===== src/rtl/mem_responder.sv =====
// Memory-side responder: services one read or write request at a time from an
// internal word array after a fixed number of wait cycles, then pulses ready.
module mem_responder #(
  parameter int ADDR_WIDTH = 5,
  parameter int DATA_WIDTH = 16,
  parameter int RD_LATENCY = 2,
  parameter int WR_LATENCY = 1
) (
  input  logic                  clk,
  input  logic                  rst,
  input  logic                  req,
  input  logic                  we,
  input  logic [ADDR_WIDTH-1:0] addr,
  input  logic [DATA_WIDTH-1:0] wdata,
  output logic [DATA_WIDTH-1:0] rdata,
  output logic                  ready,
  output logic                  busy
);

  localparam int DEPTH = 2 ** ADDR_WIDTH;
  localparam logic [3:0] RD_LAT_C = 4'(RD_LATENCY);
  localparam logic [3:0] WR_LAT_C = 4'(WR_LATENCY);

  typedef enum logic [1:0] {
    IDLE    = 2'd0,
    RD_WAIT = 2'd1,
    WR_WAIT = 2'd2,
    RESP    = 2'd3
  } state_t;

  state_t                  state_q, state_d;
  logic [3:0]              cnt_q, cnt_d;
  logic [ADDR_WIDTH-1:0]   addr_q, addr_d;
  logic [DATA_WIDTH-1:0]   wdata_q, wdata_d;
  logic [DATA_WIDTH-1:0]   rdata_q, rdata_d;
  logic                    ready_q, ready_d;
  logic                    busy_q, busy_d;
  logic                    mem_we_s;
  logic [DATA_WIDTH-1:0]   mem_q [DEPTH];

  // Next-state logic: accept requests only in IDLE, count down the wait, then respond.
  always_comb begin
    state_d  = state_q;
    cnt_d    = cnt_q;
    addr_d   = addr_q;
    wdata_d  = wdata_q;
    rdata_d  = rdata_q;
    mem_we_s = 1'b0;
    case (state_q)
      IDLE: begin
        if (req) begin
          addr_d  = addr;
          wdata_d = wdata;
          if (we) begin
            cnt_d   = WR_LAT_C;
            state_d = WR_WAIT;
          end else begin
            cnt_d   = RD_LAT_C;
            state_d = RD_WAIT;
          end
        end else begin
          state_d = IDLE;
        end
      end
      RD_WAIT: begin
        if (cnt_q != 4'd0) begin
          cnt_d = cnt_q - 4'd1;
        end else begin
          rdata_d = mem_q[addr_q];
          state_d = RESP;
        end
      end
      WR_WAIT: begin
        if (cnt_q != 4'd0) begin
          cnt_d = cnt_q - 4'd1;
        end else begin
          mem_we_s = 1'b1;
          state_d  = RESP;
        end
      end
      RESP: begin
        state_d = IDLE;
      end
      default: begin
        state_d = IDLE;
      end
    endcase
    // Outputs are registered copies of the decoded next state.
    ready_d = (state_d == RESP);
    busy_d  = (state_d != IDLE);
  end

  // Control and output registers; reset aborts any pending transaction.
  always_ff @(posedge clk) begin
    if (rst) begin
      state_q <= IDLE;
      cnt_q   <= 4'd0;
      addr_q  <= '0;
      wdata_q <= '0;
      rdata_q <= '0;
      ready_q <= 1'b0;
      busy_q  <= 1'b0;
    end else begin
      state_q <= state_d;
      cnt_q   <= cnt_d;
      addr_q  <= addr_d;
      wdata_q <= wdata_d;
      rdata_q <= rdata_d;
      ready_q <= ready_d;
      busy_q  <= busy_d;
    end
  end

  // Word array: not cleared by reset, and a write pending at reset is dropped.
  always_ff @(posedge clk) begin
    if (!rst && mem_we_s) begin
      mem_q[addr_q] <= wdata_q;
    end
  end

  assign rdata = rdata_q;
  assign ready = ready_q;
  assign busy  = busy_q;

endmodule

===== config.mk =====
export PLATFORM = sky130hd
export DESIGN_NAME = mem_responder
export DESIGN_NICKNAME = d
export VERILOG_FILES = /design/src/rtl/mem_responder.sv
export SDC_FILE = /design/constraint.sdc
export NUM_CORES = 1
export LEC_CHECK = 0
export ABC_CLOCK_PERIOD_IN_PS = 2700
export BUFFER_PORTS_ARGS = -buffer_cell sky130_fd_sc_hd__buf_2
export CAP_MARGIN = 20
export CORE_ASPECT_RATIO = 1.2
export CORE_MARGIN = 2
export CORE_UTILIZATION = 30
export CTS_BUF_LIST = sky130_fd_sc_hd__clkbuf_16
export CTS_CLUSTER_DIAMETER = 50
export DETAILED_ROUTE_END_ITERATION = 8
export GPL_TIMING_DRIVEN = 0
export PLACE_DENSITY = 0.54
export SLEW_MARGIN = 20
export SYNTH_ARGS = -nofsm -noshare
export SYNTH_HDL_FRONTEND = slang
export SYNTH_SLANG_ARGS = --single-unit
export TNS_END_PERCENT = 30

===== constraint.sdc =====
create_clock -name clk -period 2.7 [get_ports clk]
set_clock_uncertainty 0.15 [all_clocks]
set_input_delay 0.27 -clock clk [delete_from_list [all_inputs] [get_ports clk]]
set_output_delay 0.27 -clock clk [all_outputs]
set_load 0.01 [all_outputs]

==> results of run 1 <==
[stage by stage]
| stage | hold slack [ns] | cells |
|---|---|---|
| final | 0.0621 | 2340 |
| after global routing | 0.110 | 2339 |
| after CTS | 0.0644 | 2331 |
| after global placement | 0.360 | 2140 |
| after floorplan | 0.256 | 1164 |
| after detailed placement | 0.323 | 2160 |
[how the worst max path moves through the flow]
stage	slack [ns]	to
2_1_floorplan	0.07	mem_q[15][0]$_DFFE_PP_
6_report	0.005	rdata[14]$_SDFFE_PP0P_
4_1_cts	-0.1	rdata[5]$_SDFFE_PP0P_
5_1_grt	-0.07	rdata[14]$_SDFFE_PP0P_
3_5_place_dp	-1.02	mem_q[15][14]$_DFFE_PP_
3_3_place_gp	-1.93	mem_q[11][5]$_DFFE_PP_
[layout make-up]
type / instances / share of cell area (%)
Sequential cell: 557 / 61.2
Multi-Input combinational cell: 537 / 20.1
Timing Repair Buffer: 141 / 6.02
Clock buffer: 53 / 4.98
Tap cell: 935 / 4.39
Buffer: 61 / 1.77
Clock inverter: 46 / 1.44
Inverter: 9 / 0.127
Antenna cell: 1 / 0.00939
[placed cells by master (no fill, tap or decap), types with 13 or more instances in the layout]
cell | synthesis | final
a21oi_1 | 31 | 31
a22oi_1 | 13 | 13
buf_12 | 0 | 31
buf_2 | 9 | 47
buf_4 | 15 | 42
buf_6 | 13 | 17
clkbuf_16 | 0 | 53
clkinv_1 | 0 | 16
dfxtp_1 | 45 | 28
dfxtp_2 | 0 | 17
dlygate4sd3_1 | 0 | 26
edfxtp_1 | 512 | 512
inv_1 | 9 | 20
mux2i_1 | 99 | 99
mux4_2 | 69 | 69
nand2_1 | 65 | 61
nor2_1 | 55 | 23
nor2_4 | 0 | 32
o22ai_1 | 27 | 27
[worst max-delay path: stages (launching register included)]
cell	delay, ns
dfxtp_1	0.50
clkbuf_4	0.31
nand4b_1	0.22
buf_2	0.32
o221ai_1	0.24
nor4b_4	0.59
a311oi_1	0.18
[sequential cells by signal (all words and copies together), names as in the netlist]
name and cells:
busy 1, ready 1, cnt_q 4, mem_q 512, wdata_q 16, rdata 16, addr_q 5, state_q 2
[cell families after synthesis]
family / count (synthesis)
buffers and inverters: 70
and+or+nand+nor: 200
AOI/OAI and AO/OA: 151
DFF: 557
muxes: 180
adders and majority gates: 6
[power by group]
group	total, mW	switching (mW)	internal (mW)
clock	7.42	3.26	4.16
combinational	1.13	0.676	0.451
sequential	9.70	0.201	9.50
total	18.3	4.14	14.1
[layer usage]
layer  GRT usage, %  up-vias
met5              0        -
met4           8.78        2
met3           2.39      161
met2           30.8      544
met1           21.1     6383
li1               -     5132
[timing repair]
item,in CTS,in global routing
hold endpoints to repair,27,0
hold buffers,26,0
setup endpoints to repair,528,421
pin swaps,34,5
gates resized for setup,46,18
buffers inserted,46,8
==> key figures, run 1 <==
Cells and area
  – Area growth, synth to finish: 22.9%
  – Nets: 1391
  – Share of layout cells above drive strength 1: 27.9%
  – Fillers: 6561
  – Area of the multi-input gates: 5360 um2
  – Finished Cell Area: 26600 um2
  – Final core utilization: 37.1%
  – Seq. cell area: 16300 um2

Timing
  – Final Cycle Share: 99.8%
  – Worst setup margin: 0.00529 ns
  – Tmin final: 2.69 ns
  – RSZ-0062 raised after global routing: yes
  – Worst slew pin tran: 1.22 ns
  – Endpoints failing setup: 0
  – Worst slew margin: 18.7%
  – Final hold viol count: 0
  – Final TNS setup: 0 ns
  – Fmax: 371 MHz
  – Slew Viols, Final: 0

Placed design
  – Hpwl dp: 42400 um
  – Port bufs: 41
  – Gpl congestion: 0.883
  – Post-DP Area: 23700 um2
  – Pre-CTS worst setup slack: -1.02 ns

Die
  – CORE AREA: 71900 um2
  – I/O pin total: 43
  – Die height: 298 um
  – DIE WIDTH: 249 um
  – Row Count: 108
  – Initial Util: 30.2%
  – Die area: 74400 um2

Worst setup path
  – FF-to-FF Start: addr_q[4]$_SDFFE_PP0P_
  – CP Class: reg2reg
  – CP endpoint kind: register
  – Worst EP arrival: 2.98 ns
  – Crit path launch: addr_q[4]$_SDFFE_PP0P_
  – CP Data Required Time: 2.98 ns
  – Critical Path Source Type: register
  – Reg2Reg Setup Slack: 0.005 ns
  – CP max FO: 10
  – Worst r2r dst: rdata[14]$_SDFFE_PP0P_
  – Cell depth of the worst flop-to-flop path: 6

Yosys
  – Cells after Synth: 1164
  – Xor and xnor fraction of the mapped netlist area: 0%
  – Post-Synth Adder-Cell Area: 0.346%
  – Most instantiated cells after synthesis: edfxtp_1, mux2i_1, mux4_2
  – Mux cell area share after synthesis: 13.0%
  – Syn_nets: 1195
  – Largest family of logic cells by synthesized area: multiplexers
  – Async set-or-reset flop fraction in the synthesized netlist: 0%
  – Avg Inst Size Synth: 18.6 um2
  – Post-Syn Area: 21700 um2
  – Yosys cell types: 61
  – Main area contributors after synthesis: edfxtp_1, mux4_2, mux2i_1
  – Post-synth EDFFs: 512
  – Synth top area share: 70.9%
  – Sequential area share after synthesis: 75.1%
  – Area leader, netlist: edfxtp_1
  – Fraction of the mapped netlist area in simple logic gates: 4.68%
  – Top_reg_cell synth: edfxtp_1
  – Syn. warnings: 0
  – Synth Area in Compound Gates: 4.85%
  – #FFs+latches synth: 557
  – Most frequent cell after synthesis: edfxtp_1

Drt
  – Initial drt markers: 1164
  – Vias/cell: 5.22
  – Final wirelength: 65500 um
  – ANT nets after route: 0
  – Wire per inst: 28.0 um
  – DR pass1 iterations: 5
  – DR vias: 12200
  – DR WL met2: 33400 um
  – Wl on met1: 24500 um
  – Met3 Wirelength: 4210 um
  – Final routed DRC violation total: 0
  – Highest Signal Layer: met5

Clock tree
  – Total CTS buffers: 53
  – CTS tree: yes
  – Root Driver: clkbuf_16
  – Clk buf depth: 3
  – Worst-path clk slew: 0.06 ns
  – CTS H-tree depth: 2
  – Worst-skew pair later-pin latency: 0.60 ns
  – Sink Count: 557

Hold path
  – Hold Startpoint: rst
  – WHS Path Cells: 2
  – Hold EP: state_q[1]$_SDFF_PP0_
  – Hold Path Class: in2reg

Pwr
  – Final Total Pwr: 18.3 mW
  – Power density cells: 685 nW/um2
  – Max IR drop VDD: 0.508 mV
  – LEAKAGE: 8.08 nW

Global routing
  – Global-route wire length before repair: 93000 um
  – GRT Total Usage: 17.5%
  – Vias in the first global route: 12600
  – Initial antenna violation count: 1
  – GR Overflow Total: 0
  – Largest net degree at the start of global routing: 34

Run
  – Max capacitance violation total: 0

Status
  – Status: complete, no violations
No activity file was read; power rests on OpenSTA's default activity.
==> inputs of run 2 (changes only) <==
- CORE_ASPECT_RATIO: 1.2 -> 0.8
==> key figures, run 2 (synthesis gave the netlist of run 1 again) <==
Global routing
  – GRT Total Usage: 17.3% (was 17.5%)
  – Largest net degree at the start of global routing: 34 (unchanged)
  – Vias in the first global route: 12200 (was 12600)
  – Global-route wire length before repair: 91000 um (was 93000 um)
  – GR Overflow Total: 0 (unchanged)
  – Initial antenna violation count: 2 (was 1)

Cells and area
  – Nets: 1386 (was 1391)
  – Seq. cell area: 16300 um2 (about the same)
  – Final core utilization: 37.0% (was 37.1%)
  – Finished Cell Area: 26500 um2 (was 26600 um2)
  – Most frequent cells in the layout: edfxtp_1, mux2i_1, mux4_2 (unchanged)
  – Fillers: 6579 (was 6561)
  – Area of the multi-input gates: 5410 um2 (was 5360 um2)
  – Max FFs per register: 512 (unchanged)
  – Most common cell after layout, fill and taps aside: edfxtp_1 (unchanged)
  – Area growth, synth to finish: 22.4% (was 22.9%)
  – Largest reg by FF count: mem_q (unchanged)
  – Post-route insts no fill: 2345 (was 2340)
  – Share of layout cells above drive strength 1: 27.5% (was 27.9%)
  – Ant diodes: 0 (was 1)

Run
  – Max capacitance violation total: 0 (unchanged)

Die
  – CORE AREA: 71800 um2 (was 71900 um2)
  – I/O pin total: 43 (unchanged)
  – Initial Util: 30.2% (about the same)
  – Die area: 74500 um2 (was 74400 um2)
  – DIE WIDTH: 305 um (was 249 um)
  – Row Count: 88 (was 108)
  – Die height: 244 um (was 298 um)

Timing
  – Tmin final: 2.66 ns (was 2.69 ns)
  – Worst setup margin: 0.0365 ns (was 0.00529 ns)
  – Final hold viol count: 0 (unchanged)
  – Hold WS: 0.0287 ns (was 0.0621 ns)
  – Worst slew margin: 22.5% (was 18.7%)
  – Final Cycle Share: 98.6% (was 99.8%)
  – Worst slew pin tran: 1.16 ns (was 1.22 ns)
  – Endpoints failing setup: 0 (unchanged)
  – Slew Viols, Final: 0 (unchanged)
  – Fmax: 375 MHz (was 371 MHz)

Placed design
  – Placed Cells: 2170 (was 2160)
  – Port bufs: 41 (unchanged)
  – Post-DP Area: 23700 um2 (about the same)
  – Hpwl dp: 42600 um (was 42400 um)
  – Gpl congestion: 0.847 (was 0.883)
  – Pre-CTS worst setup slack: -1.11 ns (was -1.02 ns)

Clock tree
  – Sink Count: 557 (unchanged)
  – Worst-skew pair later-pin latency: 0.61 ns (was 0.60 ns)
  – CTS tree: yes (unchanged)
  – CTS H-tree depth: 2 (unchanged)
  – Root Driver: clkbuf_16 (unchanged)
  – Total CTS buffers: 54 (was 53)
  – Clk buf depth: 3 (unchanged)
  – Worst-path clk slew: 0.06 ns (about the same)

Worst setup path
  – FF-to-FF Start: addr_q[4]$_SDFFE_PP0P_ (unchanged)
  – Worst r2r dst: rdata[1]$_SDFFE_PP0P_ (was rdata[14]$_SDFFE_PP0P_)
  – Cell depth of the worst flop-to-flop path: 5 (was 6)
  – CP endpoint kind: register (unchanged)
  – CP Data Required Time: 3.07 ns (was 2.98 ns)
  – Critical Path Source Type: register (unchanged)
  – Worst EP arrival: 3.03 ns (was 2.98 ns)
  – CP Class: reg2reg (unchanged)
  – CP max FO: 10 (unchanged)
  – Reg2Reg Setup Slack: 0.04 ns (was 0.005 ns)

Status
  – Status: complete, no violations (unchanged)

Hold path
  – Hold Startpoint: rst (unchanged)
  – Hold EP: state_q[0]$_SDFF_PP0_ (was state_q[1]$_SDFF_PP0_)
  – WHS Path Cells: 2 (unchanged)
  – Hold Path Class: in2reg (unchanged)

Pwr
  – LEAKAGE: 8.09 nW (was 8.08 nW)
  – Max IR drop VDD: 0.425 mV (was 0.508 mV)
  – Power density cells: 683 nW/um2 (was 685 nW/um2)

Drt
  – ANT nets after route: 0 (unchanged)
  – DR vias: 12400 (was 12200)
  – Vias/cell: 5.31 (was 5.22)
  – Final routed DRC violation total: 0 (unchanged)
  – Initial drt markers: 1563 (was 1164)
  – Final wirelength: 65200 um (was 65500 um)
  – Wire per inst: 27.8 um (was 28.0 um)
  – DR pass1 iterations: 5 (unchanged)
==> run 2: cell count changes in the layout (fill, tap and decap cells not counted), moves of 4 or more <==
cell,change
buf_8,-4
buf_16,+4
clkinv_2,+6
clkbuf_16,+4
buf_6,+5
inv_1,+7
buf_12,-13
clkinv_1,-6
==> run 2: how the worst max path moves through the flow <==
stage	start	end	slack, ns	cells after the start
floorplan	cnt_q[0]$_SDFFE_PP0P_	mem_q[15][0]$_DFFE_PP_	0.07	6
finish	addr_q[4]$_SDFFE_PP0P_	rdata[1]$_SDFFE_PP0P_	0.04	5
detailed placement	addr_q[0]$_SDFFE_PP0P_	mem_q[17][13]$_DFFE_PP_	-1.11	8
global route	cnt_q[0]$_SDFFE_PP0P_	mem_q[0][14]$_DFFE_PP_	-0.002	7
global placement	addr_q[3]$_SDFFE_PP0P_	mem_q[11][2]$_DFFE_PP_	-1.83	6
CTS	addr_q[1]$_SDFFE_PP0P_	rdata[15]$_SDFFE_PP0P_	0.001	8
==> run 2: stage by stage <==
stage / setup TNS [ns] / total power [mW]
6_report: 0 / 18.1
5_1_grt: -0.00178 / 18.6
4_1_cts: 0 / 18.2
3_5_place_dp: -407.17 / 10.9
3_3_place_gp: -742.76 / 10.9
2_1_floorplan: 0 / 10.4
==> run 2: worst max-delay path: stages, from the launching register on <==
cell and delay [ns]:
dfxtp_1 0.37, buf_2 0.22, nor3b_2 0.95, a22o_1 0.48
nor4_2 0.13, a311oi_1 0.26
==> run 2: metal layers <==
metal  global-route usage, %  wire length (um)  vias up
li1                        -                 -     5132
met1                    24.3             27900     6551
met2                    26.3             29300      634
met3                    4.60              6280      128
met4                    5.01              1760        4
met5                       0                24        -
==> run 2: area by class of cell <==
| type | instances | share of cell area (%) |
|---|---|---|
| plain buffers | 59 | 1.67 |
| clock buffers | 57 | 5.37 |
| clock inverters | 44 | 1.00 |
| inverters | 9 | 0.127 |
| multi-input cells | 537 | 20.4 |
| flip-flops and latches | 557 | 61.4 |
| well taps | 945 | 4.45 |
| repair buffers | 137 | 5.60 |
==> run 2: what timing repair did <==
action                                 in CTS  in global routing
setup buffers                              47                  2
cloned                                      0                  0
endpoints found under the hold margin      27                  0
hold buffers                               27                  0
gates resized for setup                    51                 14
setup endpoints to repair                 527                237
pin swaps                                  31                  3
==> run 2: power by group <==
| part | total (mW) | internal (mW) | switching, mW | leakage (nW) |
|---|---|---|---|---|
| logic | 1.14 | 0.450 | 0.695 | 2.49 |
| registers | 9.70 | 9.50 | 0.199 | 4.69 |
| clock network | 7.28 | 4.08 | 3.21 | 0.904 |
==> inputs of run 3 (changes only) <==
- CORE_UTILIZATION: 30 -> 56
- PLACE_DENSITY: 0.54 -> 0.71
- SLEW_MARGIN: 20 -> 5
==> key figures, run 3 (synthesis gave the netlist of run 1 again) <==
Die
  – Initial Util: 56.8% (was 30.2%)
  – DIE WIDTH: 224 um (was 305 um)
  – Die height: 180 um (was 244 um)
  – CORE AREA: 38200 um2 (was 71800 um2)
  – Die area: 40300 um2 (was 74500 um2)
  – I/O pin total: 43 (unchanged)
  – Row Count: 64 (was 88)

Global routing
  – GR Layer Usage met2: 46.1% (was 26.3%)
  – Vias in the first global route: 12500 (was 12200)
  – GRT Total Usage: 30.9% (was 17.3%)
  – Initial antenna violation count: 2 (unchanged)
  – GR peak layer: met2 (unchanged)
  – Global-route wire length before repair: 87400 um (was 91000 um)
  – Met3 usage: 8.11% (was 4.60%)
  – Largest net degree at the start of global routing: 34 (unchanged)
  – GR Overflow Total: 0 (unchanged)
  – Met1 GRT Util: 44.1% (was 24.3%)

Timing
  – Final hold viol count: 0 (unchanged)
  – RSZ-0062 raised after global routing: yes
  – Fmax: 359 MHz (was 375 MHz)
  – Final TNS setup: -2.63 ns (was 0 ns)
  – Final Cycle Share: 103% (was 98.6%)
  – Worst slew margin: 13.6% (was 22.5%)
  – Tmin final: 2.79 ns (was 2.66 ns)
  – Endpoints failing setup: 88 (was 0)
  – Worst slew pin tran: 1.29 ns (was 1.16 ns)
  – Worst setup margin: -0.0863 ns (was 0.0365 ns)
  – Slew Viols, Final: 0 (unchanged)

Drt
  – Final wirelength: 62400 um (was 65200 um)
  – DR pass1 iterations: 6 (was 5)
  – ANT nets after route: 0 (unchanged)
  – Initial drt markers: 1966 (was 1563)
  – Wire per inst: 32.8 um (was 27.8 um)
  – DR vias: 12900 (was 12400)
  – Final routed DRC violation total: 0 (unchanged)
  – Vias/cell: 6.77 (was 5.31)

Clock tree
  – Worst-skew pair later-pin latency: 0.59 ns (was 0.61 ns)
  – Clk buf depth: 3 (unchanged)
  – Total CTS buffers: 51 (was 54)
  – CTS H-tree depth: 2 (unchanged)
  – Worst-path clk slew: 0.07 ns (was 0.06 ns)
  – Root Driver: clkbuf_16 (unchanged)
  – CTS tree: yes (unchanged)
  – Sink Count: 557 (unchanged)

Cells and area
  – Finished Cell Area: 26100 um2 (was 26500 um2)
  – Share of layout cells above drive strength 1: 26.2% (was 27.5%)
  – Area growth, synth to finish: 20.2% (was 22.4%)
  – Largest reg by FF count: mem_q (unchanged)
  – Max FFs per register: 512 (unchanged)
  – Post-route insts no fill: 1903 (was 2345)
  – Final core utilization: 68.2% (was 37.0%)
  – Nets: 1399 (was 1386)
  – Most common cell after layout, fill and taps aside: edfxtp_1 (unchanged)
  – Most frequent cells in the layout: edfxtp_1, mux2i_1, mux4_2 (unchanged)
  – Fillers: 2312 (was 6579)

Hold path
  – Hold EP: state_q[1]$_SDFF_PP0_ (was state_q[0]$_SDFF_PP0_)
  – Hold Startpoint: rst (unchanged)
  – Hold Path Class: in2reg (unchanged)
  – WHS Path Cells: 2 (unchanged)

Worst setup path
  – Critical Path Source Type: register (unchanged)
  – Worst path slowest cell: nor3b_2 (unchanged)
  – Cell depth of the worst flop-to-flop path: 5 (unchanged)
  – Worst r2r dst: rdata[11]$_SDFFE_PP0P_ (was rdata[1]$_SDFFE_PP0P_)
  – Largest stage delay, worst path: 1.05 ns (was 0.95 ns)
  – WP depth: 5 (unchanged)
  – WP buf/inv: 1 (unchanged)
  – CP endpoint kind: register (unchanged)
  – Worst EP arrival: 3.10 ns (was 3.03 ns)
  – FF-to-FF Start: addr_q[4]$_SDFFE_PP0P_ (unchanged)
  – Crit path cell chain: buf_2 -> nor3b_2 -> a22o_1 -> nor4_1 -> a311oi_1 (was buf_2 -> nor3b_2 -> a22o_1 -> nor4_2 -> a311oi_1)
  – Reg2Reg Setup Slack: -0.09 ns (was 0.04 ns)
  – CP Class: reg2reg (unchanged)
  – CP Data Required Time: 3.02 ns (was 3.07 ns)
  – Crit path launch: addr_q[4]$_SDFFE_PP0P_ (unchanged)
  – Delay-heaviest family, CP: simple AND/OR/NAND/NOR gates (unchanged)
  – CP max FO: 10 (unchanged)

Status
  – Status: complete, but fails checks (was complete, no violations)
  – Violated checks: setup timing

Pwr
  – LEAKAGE: 8.11 nW (was 8.09 nW)
  – Max IR drop VDD: 0.436 mV (was 0.425 mV)
  – Final Total Pwr: 17.9 mW (was 18.1 mW)
  – Power density cells: 685 nW/um2 (was 683 nW/um2)

Placed design
  – Port bufs: 41 (unchanged)
  – Post-DP Area: 23200 um2 (was 23700 um2)
  – Hpwl dp: 38900 um (was 42600 um)
  – Placed Cells: 1737 (was 2170)
  – Gpl congestion: 0.893 (was 0.847)

Run
  – Max capacitance violation total: 0 (unchanged)
run 3: cell types whose count changed in the layout (fill, tap and decap cells not counted), sizes merged:
cell / before / now
buf: 148 / 163
bufinv: 3 / 5
clkbuf: 78 / 74
clkinvlp: 1 / 0
diode: 0 / 1
dlygate4sd3: 27 / 26
inv: 28 / 24
run 3: how the worst max path moves through the flow:
stage	endpoint	slack [ns]
after global placement	mem_q[3][6]$_DFFE_PP_	-1.60
after floorplan	mem_q[15][0]$_DFFE_PP_	0.07
final	rdata[11]$_SDFFE_PP0P_	-0.09
after global routing	rdata[9]$_SDFFE_PP0P_	-0.04
after CTS	rdata[12]$_SDFFE_PP0P_	-0.08
after detailed placement	mem_q[11][0]$_DFFE_PP_	-0.79
run 3: area by class of cell:
class	instances	area (um2)	share of cell area, %
timing repair buffer	153	1750	6.72
antenna	1	2.50	0.00960
sequential	557	16300	62.5
inverter	9	33.8	0.130
buffer	59	437	1.68
multi-input combinational	537	5360	20.6
clock inverter	41	302	1.16
clock buffer	51	1280	4.90
tap	495	619	2.38
run 3: where the power goes:
| group | switching [mW] | internal (mW) | leakage [nW] |
|---|---|---|---|
| Clock | 3.08 | 3.89 | 0.822 |
| Sequential | 0.0910 | 9.49 | 4.68 |
| Combinational | 0.806 | 0.501 | 2.60 |
run 3: worst register-to-register path, delay by kind of cell, from the launching register on:
| family | cells | cell delay (ns) |
|---|---|---|
| AOI/OAI and AO/OA | 2 | 0.71 |
| buffers and inverters | 1 | 0.25 |
| and+or+nand+nor | 2 | 1.13 |
| DFF | 1 | 0.42 |
run 3: metrics by stage:
step	worst slack, ns	hold slack (ns)
after CTS	-0.0753	0.0418
after global placement	-1.60	0.345
final	-0.0863	0.0399
after global routing	-0.0368	0.103
after detailed placement	-0.786	0.349
after floorplan	0.0670	0.256
run 3: repair_timing:
action | 4_1_cts | 5_1_grt
endpoints found under the setup margin | 527 | 280
hold buffers | 26 | 0
pin swaps | 22 | 5
endpoints found under the hold margin | 25 | 0
gates resized for setup | 53 | 21
gates cloned | 0 | 0
setup buffers | 27 | 15
run 3: per-layer routing:
| layer | share of wire (%) | vias to the layer above |
|---|---|---|
| li1 | - | 5154 |
| met1 | 37 | 6540 |
| met2 | 45 | 981 |
| met3 | 13 | 197 |
| met4 | 4.2 | 2 |
| met5 | 0.021 | - |
